## src/rtl/api_txarb_if.sv

```systemverilog
// api_txarb_if: requester word handshakes plus the TX FIFO push/status signals seen by api_txarb.
// The master modport is the arbiter side; slave is the producers/FIFO side.
interface api_txarb_if #(
    parameter int unsigned REQ_NUM = 4
);
    logic [REQ_NUM-1:0]    req_valid;
    logic [32*REQ_NUM-1:0] req_data;
    logic [REQ_NUM-1:0]    req_ready;
    logic [9:0]            txcnt;
    logic                  txfull;
    logic                  txfifo_push;
    logic [31:0]           txfifo_din;

    modport master (
        input  req_valid, req_data, txcnt, txfull,
        output req_ready, txfifo_push, txfifo_din
    );

    modport slave (
        output req_valid, req_data, txcnt, txfull,
        input  req_ready, txfifo_push, txfifo_din
    );
endinterface

```

## src/rtl/api_txarb.sv

```systemverilog
// api_txarb: round-robin whole-packet arbiter in front of the API SPI TX FIFO push port.
// Optional stall timeout with zero padding is enabled by defining API_TXARB_TIMEOUT_EN.
module api_txarb #(
    parameter int unsigned REQ_NUM       = 4,
    parameter int unsigned TX_FIFO_DEPTH = 512,
    parameter int unsigned TIMEOUT       = 1024
) (
    input  logic        clk,
    input  logic        rst,
    api_txarb_if.master bus,
    input  logic [7:0]  reg_word_num,
    output logic        busy,
    output logic [2:0]  grant_id,
    output logic        pkt_done,
    output logic        pkt_err
);
    typedef enum logic [1:0] {IDLE, XFER, GAP} state_t;

    state_t      state_q, state_d;
    logic [2:0]  last_q, last_d, gid_d, winner;
    logic [7:0]  wlen_q, wlen_d, wcnt_q, wcnt_d;
    logic        gap_q, gap_d, busy_d, push_d, done_d;
    logic        found, ready_en, step, space_ok;
    logic [31:0] din_d, step_data;
    logic [3:0]  sum;
    logic [7:0]  vld8;
    logic [10:0] free_words;
    logic [31:0] data_arr [8];

`ifdef API_TXARB_TIMEOUT_EN
    logic [15:0] stall_q, stall_d;
    logic        pad_q, pad_d, err_d;
`endif

    // Requesters are padded out to 8 lanes so grant_id can index them directly.
    assign vld8 = 8'(bus.req_valid);

    for (genvar g = 0; g < 8; g++) begin : g_lane
        if (g < REQ_NUM) begin : g_used
            assign data_arr[g]      = bus.req_data[32*g +: 32];
            assign bus.req_ready[g] = ready_en && (grant_id == 3'(g));
        end else begin : g_pad
            assign data_arr[g] = '0;
        end
    end

    assign free_words = 11'(TX_FIFO_DEPTH) - {1'b0, bus.txcnt};
    assign space_ok   = ({1'b0, bus.txcnt} <= 11'(TX_FIFO_DEPTH)) &&
                        (free_words >= {3'b000, reg_word_num});

    // Rotating priority search starting just after the last granted requester.
    always_comb begin
        winner = '0;
        found  = 1'b0;
        sum    = '0;
        for (int unsigned k = 1; k <= REQ_NUM; k++) begin
            sum = {1'b0, last_q} + 4'(k);
            if (sum >= 4'(REQ_NUM)) sum = sum - 4'(REQ_NUM);
            if (!found && vld8[sum[2:0]]) begin
                winner = sum[2:0];
                found  = 1'b1;
            end
        end
    end

    always_comb begin
        state_d   = state_q;
        last_d    = last_q;
        gid_d     = grant_id;
        wlen_d    = wlen_q;
        wcnt_d    = wcnt_q;
        gap_d     = gap_q;
        busy_d    = busy;
        push_d    = 1'b0;
        din_d     = bus.txfifo_din;
        done_d    = 1'b0;
        ready_en  = 1'b0;
        step      = 1'b0;
        step_data = '0;
`ifdef API_TXARB_TIMEOUT_EN
        stall_d   = stall_q;
        pad_d     = pad_q;
        err_d     = 1'b0;
`endif
        unique case (state_q)
            IDLE: begin
                if (found && (reg_word_num != '0) && space_ok) begin
                    gid_d   = winner;
                    wlen_d  = reg_word_num;
                    wcnt_d  = '0;
                    busy_d  = 1'b1;
                    state_d = XFER;
                end
            end
            XFER: begin
`ifdef API_TXARB_TIMEOUT_EN
                if (pad_q) begin
                    step = !bus.txfull;
                end else begin
                    ready_en  = !bus.txfull;
                    step      = ready_en && vld8[grant_id];
                    step_data = data_arr[grant_id];
                    if (step) begin
                        stall_d = '0;
                    end else if (!vld8[grant_id]) begin
                        stall_d = stall_q + 16'd1;
                        if (stall_d >= 16'(TIMEOUT)) pad_d = 1'b1;
                    end
                end
`else
                ready_en  = !bus.txfull;
                step      = ready_en && vld8[grant_id];
                step_data = data_arr[grant_id];
`endif
                if (step) begin
                    push_d = 1'b1;
                    din_d  = step_data;
                    if (wcnt_q == wlen_q - 8'd1) begin
                        done_d  = 1'b1;
                        last_d  = grant_id;
                        wcnt_d  = '0;
                        gap_d   = 1'b0;
                        state_d = GAP;
`ifdef API_TXARB_TIMEOUT_EN
                        err_d   = pad_q;
                        pad_d   = 1'b0;
                        stall_d = '0;
`endif
                    end else begin
                        wcnt_d = wcnt_q + 8'd1;
                    end
                end
            end
            GAP: begin
                // Two idle cycles so txcnt catches up with the registered pushes.
                if (gap_q) begin
                    gap_d   = 1'b0;
                    busy_d  = 1'b0;
                    state_d = IDLE;
                end else begin
                    gap_d = 1'b1;
                end
            end
            default: state_d = IDLE;
        endcase
    end

    always_ff @(posedge clk) begin
        if (rst) begin
            state_q         <= IDLE;
            last_q          <= 3'(REQ_NUM - 1);
            grant_id        <= '0;
            wlen_q          <= '0;
            wcnt_q          <= '0;
            gap_q           <= 1'b0;
            busy            <= 1'b0;
            bus.txfifo_push <= 1'b0;
            bus.txfifo_din  <= '0;
            pkt_done        <= 1'b0;
        end else begin
            state_q         <= state_d;
            last_q          <= last_d;
            grant_id        <= gid_d;
            wlen_q          <= wlen_d;
            wcnt_q          <= wcnt_d;
            gap_q           <= gap_d;
            busy            <= busy_d;
            bus.txfifo_push <= push_d;
            bus.txfifo_din  <= din_d;
            pkt_done        <= done_d;
        end
    end

`ifdef API_TXARB_TIMEOUT_EN
    always_ff @(posedge clk) begin
        if (rst) begin
            stall_q <= '0;
            pad_q   <= 1'b0;
            pkt_err <= 1'b0;
        end else begin
            stall_q <= stall_d;
            pad_q   <= pad_d;
            pkt_err <= err_d;
        end
    end
`else
    assign pkt_err = 1'b0;
`endif
endmodule
```

## src/flat_wrapper.sv

```systemverilog
// flat-port wrapper written by rule: the top's interface ports become plain ports
module api_txarb_flat 
#(
    parameter int unsigned REQ_NUM       = 4,
    parameter int unsigned TX_FIFO_DEPTH = 512,
    parameter int unsigned TIMEOUT       = 1024
)
  (clk, rst, reg_word_num, busy, grant_id, pkt_done, pkt_err, bus_req_valid, bus_req_data, bus_txcnt, bus_txfull, bus_req_ready, bus_txfifo_push, bus_txfifo_din);
  api_txarb_if #(.REQ_NUM(REQ_NUM)) bus_i ();
  input  logic clk;
  input  logic rst;
  input  logic [7:0] reg_word_num;
  output logic busy;
  output logic [2:0] grant_id;
  output logic pkt_done;
  output logic pkt_err;
  input wire logic [$bits(bus_i.req_valid)-1:0] bus_req_valid;
  input wire logic [$bits(bus_i.req_data)-1:0] bus_req_data;
  input wire logic [$bits(bus_i.txcnt)-1:0] bus_txcnt;
  input wire logic [$bits(bus_i.txfull)-1:0] bus_txfull;
  output wire logic [$bits(bus_i.req_ready)-1:0] bus_req_ready;
  output wire logic [$bits(bus_i.txfifo_push)-1:0] bus_txfifo_push;
  output wire logic [$bits(bus_i.txfifo_din)-1:0] bus_txfifo_din;
  assign bus_i.req_valid = bus_req_valid;
  assign bus_i.req_data = bus_req_data;
  assign bus_i.txcnt = bus_txcnt;
  assign bus_i.txfull = bus_txfull;
  assign bus_req_ready = bus_i.req_ready;
  assign bus_txfifo_push = bus_i.txfifo_push;
  assign bus_txfifo_din = bus_i.txfifo_din;
  api_txarb #(.REQ_NUM(REQ_NUM), .TX_FIFO_DEPTH(TX_FIFO_DEPTH), .TIMEOUT(TIMEOUT)) u_core (.clk(clk), .rst(rst), .bus(bus_i), .reg_word_num(reg_word_num), .busy(busy), .grant_id(grant_id), .pkt_done(pkt_done), .pkt_err(pkt_err));
endmodule
```

## config.mk

```make
export PLATFORM = sky130hd
export DESIGN_NAME = api_txarb_flat
export DESIGN_NICKNAME = d
export VERILOG_FILES = /design/src/rtl/api_txarb_if.sv /design/src/rtl/api_txarb.sv /design/src/flat_wrapper.sv
export SDC_FILE = /design/constraint.sdc
export NUM_CORES = 1
export LEC_CHECK = 0
export BUFFER_PORTS_ARGS = -buffer_cell sky130_fd_sc_hd__clkbuf_2
export CAP_MARGIN = 20
export CORE_MARGIN = 2
export CORE_UTILIZATION = 51
export DETAILED_ROUTE_END_ITERATION = 8
export GPL_ROUTABILITY_DRIVEN = 0
export PLACE_DENSITY_LB_ADDON = 0.08
export SLEW_MARGIN = 30
export SYNTH_ARGS = -nofsm -noshare
export SYNTH_HDL_FRONTEND = slang
export SYNTH_SLANG_ARGS = --single-unit
```

## constraint.sdc

```tcl
create_clock -name clk -period 4.4 [get_ports clk]
set_input_delay 0.44 -clock clk [delete_from_list [all_inputs] [get_ports clk]]
set_output_delay 0.44 -clock clk [all_outputs]
set_load 0.005 [all_outputs]
```

==> impl_metrics.tcl <==
set metrics [dict create \
    cp-start-kind "register" \
    ys_ff_latch 60 \
    cts_sinks 60 \
    cts_root_buf "clkbuf_8" \
    min_period_ns 3.42 \
    io_buffers 194 \
    vias 4159 \
    rsz0062_at_grt "no" \
    cts_tree "yes" \
    synth_area_per_cell_sq_um 9.18 \
    hold_violations 0 \
    finalClockSkew_ns 0.0120 \
    status "complete, no violations" \
    antenna_found_initial 0 \
    numCtsBuffers 9 \
    numPlacedInstances 732 \
    die-area_sq_mm 0.00895 \
    drc_errors 0 \
    vias_per_cell 5.56 \
    dp_hpwl_um 8860 \
    dp_worst_setup_slack_ns 0.737 \
    setup_ws_ns 0.979 \
    h-tree-depth 3 \
    start_util 0.517 \
    yosysTopAreaCellShare 0.287 \
    wl_per_cell_um 15.5 \
    cts_hold_buf 0 \
    setup_viol 0 \
    leakage_uw 0.00239 \
    core-area_sq_mm 0.00809 \
    grt_util_all_layers 0.250 \
    endpoint_kind "register" \
    drive_gt1_frac 0.423 \
    synth_edf_count 0 \
    slew_violations 0 \
    syn_area_sq_mm 0.00419 \
    tns_ns 0 \
    ff2ff_path_depth 10 \
    drtPass1Iterations 5 \
    clkSlewWorstSetupHoldPaths_ns 0.07 \
    clockBufferDepth 2 \
    yosys_warnings 0 \
    max_cap_violations 0 \
    synthFlopType "dfxtp_1" \
    grt_pass1_vias 3785 \
    r2r_setup_slack_ns 0.98 \
    r2r-end "u_core.wlen_q[3]" \
    syn_inst 456 \
    grt_max_degree 64 \
    multiInputGateArea_sq_mm 0.00274 \
    grt_pass1_wl_um 17500 \
    die_height_um 94.6 \
    ir_worst_vdd_v 0.000137 \
    power_density_mw_per_mm2 282 \
    max_freq_mhz 292 \
    nFillCells 712 \
    nNetsFinal 807 \
    max-slew-margin-rel 0.551 \
    antenna_cells 0 \
    rr_startpoint "u_core.last_q[0]" \
    synth_area_leaders "dfxtp_1 (29%), mux4_2 (19%), nand2_1 (7.0%)" \
    critPathRequiredTime_ns 4.60 \
    postSynth.asyncResetShare 0 \
    ys_types 68 \
    finalCritPeriodShare 0.778 \
    critical_path_class "reg2reg" \
    crit_arrival_ns 3.62 \
    yosysSeqAreaShare 0.287 \
    first_iter_violations 165 \
    synth_fp_nets 625 \
    layout.cells.non_filler 748 \
    yosysTopAreaCell "dfxtp_1" \
    grt-ovfl-total 0 \
    cts_resized 0 \
    clk_latency_ns 0.35 \
    std_cell_rows 33 \
    fin_util 0.668 \
    drt_wl_total_um 11600 \
    hold_start "reg_word_num[7]" \
    power_uw 1530 \
    die_w_um 94.6 \
    regArea_sq_mm 0.00120 \
    hold_path.class "in2reg" \
    ant_nets 0 \
    worst_pin_slew_ns 0.656 \
    critPathMaxFanout 13 \
    hold_depth 3 \
    syn2layout_area_growth_pct 29.2 \
    ios 196 \
    whs_endpoint "u_core.wlen_q[7]" \
    cts_setup_buffers 0 \
]
==> sequential cells by signal, summed over array words and instances, names as in the netlist <==
| register | flops |
|---|---|
| u_core.wlen_q | 8 |
| u_core.bus.txfifo_din | 32 |
| u_core.last_q | 3 |
| u_core.gap_q | 1 |
| u_core.busy | 1 |
| u_core.pkt_done | 1 |
| u_core.bus.txfifo_push | 1 |
| u_core.wcnt_q | 8 |
| u_core.grant_id | 3 |
| u_core.state_q | 2 |
==> metrics by stage <==
step           instance area (sq um)  hold WS (ns)
2_1_floorplan                   4190         0.453
3_5_place_dp                    5180         0.445
5_1_grt                         5410         0.387
6_report                        5410         0.374
3_3_place_gp                    5180         0.442
4_1_cts                         5410         0.370
==> metal layers <==
metal,wire (um),share of wire,vias to the layer above,GRT usage
li1,-,-,2038,-
met1,4940,0.43,1962,0.338
met2,5740,0.49,147,0.401
met3,788,0.068,12,0.0519
met4,147,0.013,0,0.0833
met5,0,0,-,0
==> critical path, stage by stage (launching register included) <==
cell       delay, ns
dfxtp_1         0.61
inv_1           0.12
ha_1            0.42
mux2_2          0.36
and3_1          0.19
a2111oi_0       0.60
a21oi_1         0.23
o211ai_1        0.23
buf_4           0.26
mux2i_1         0.21
nor2_1          0.05
==> cell usage in the layout, fill, tap and decap left out, drive strengths merged, types with 10 or more instances in the layout <==
cell type,netlist,routed
dfxtp,60,60
clkbuf,18,204
o211ai,10,10
nand2,79,79
xnor2,12,12
o21ai,10,10
nor2,27,27
mux2i,12,12
inv,28,29
a21oi,39,39
mux4,35,35
ha,16,16
==> kinds of logic after synthesis <==
family / Yosys count / share of synthesized area
fa+ha+maj: 16 / 0.0478
simple gates: 162 / 0.185
other cells: 1 / 0.000896
mux: 48 / 0.220
flops: 60 / 0.287
xor+xnor: 14 / 0.0293
compound gates: 99 / 0.171
buf+inv: 56 / 0.0598
==> cells in the mapped netlist, types with 2 or more instances <==
| master | count |
|---|---|
| buf_4 | 2 |
| o21ai_1 | 2 |
| inv_1 | 28 |
| mux4_2 | 35 |
| or3_1 | 5 |
| a21boi_2 | 5 |
| a31oi_1 | 5 |
| o22ai_1 | 2 |
| nand2b_1 | 3 |
| and3_1 | 6 |
| buf_1 | 4 |
| nor4_1 | 7 |
| xor2_1 | 2 |
| o21a_1 | 4 |
| xnor2_1 | 12 |
| nand3_1 | 7 |
| nor3_1 | 9 |
| nand2_1 | 78 |
| clkbuf_1 | 17 |
| ha_1 | 16 |
| and2_1 | 2 |
| mux2i_1 | 12 |
| a21oi_1 | 39 |
| a221oi_1 | 3 |
| and4_1 | 2 |
| o32ai_2 | 5 |
| nor3b_1 | 2 |
| o21ai_0 | 8 |
| dfxtp_1 | 60 |
| nor2_1 | 27 |
| nor2b_1 | 2 |
| o211ai_1 | 9 |
==> report_power, final <==
part	total [uW]	switching [uW]	internal (uW)
combinational	383	184	199
sequential	583	18.5	564
clock	562	228	334
total	1530	430	1100
==> layout make-up <==
| class | count | share of cell area |
|---|---|---|
| clock buffer | 10 | 0.0254 |
| clock inverter | 6 | 0.0160 |
| inverter | 28 | 0.0194 |
| multi-input combinational | 340 | 0.506 |
| sequential | 60 | 0.223 |
| tap | 105 | 0.0243 |
| timing repair buffer | 199 | 0.186 |
==> how the worst max path moves through the flow <==
stage / from / end / slack [ns] / cells past startpoint
after floorplan: bus_txcnt[0] / u_core.wcnt_q[3] / 1.31 / 12
after global placement: bus_txcnt[0] / u_core.wlen_q[5] / 0.91 / 14
after detailed placement: bus_txcnt[0] / u_core.wlen_q[5] / 0.74 / 14
after CTS: u_core.last_q[0] / u_core.wlen_q[5] / 1.02 / 10
after global routing: u_core.last_q[0] / u_core.wlen_q[4] / 0.64 / 10
final: u_core.last_q[0] / u_core.wlen_q[3] / 0.98 / 10
No activity file was read; power rests on OpenSTA's default activity.
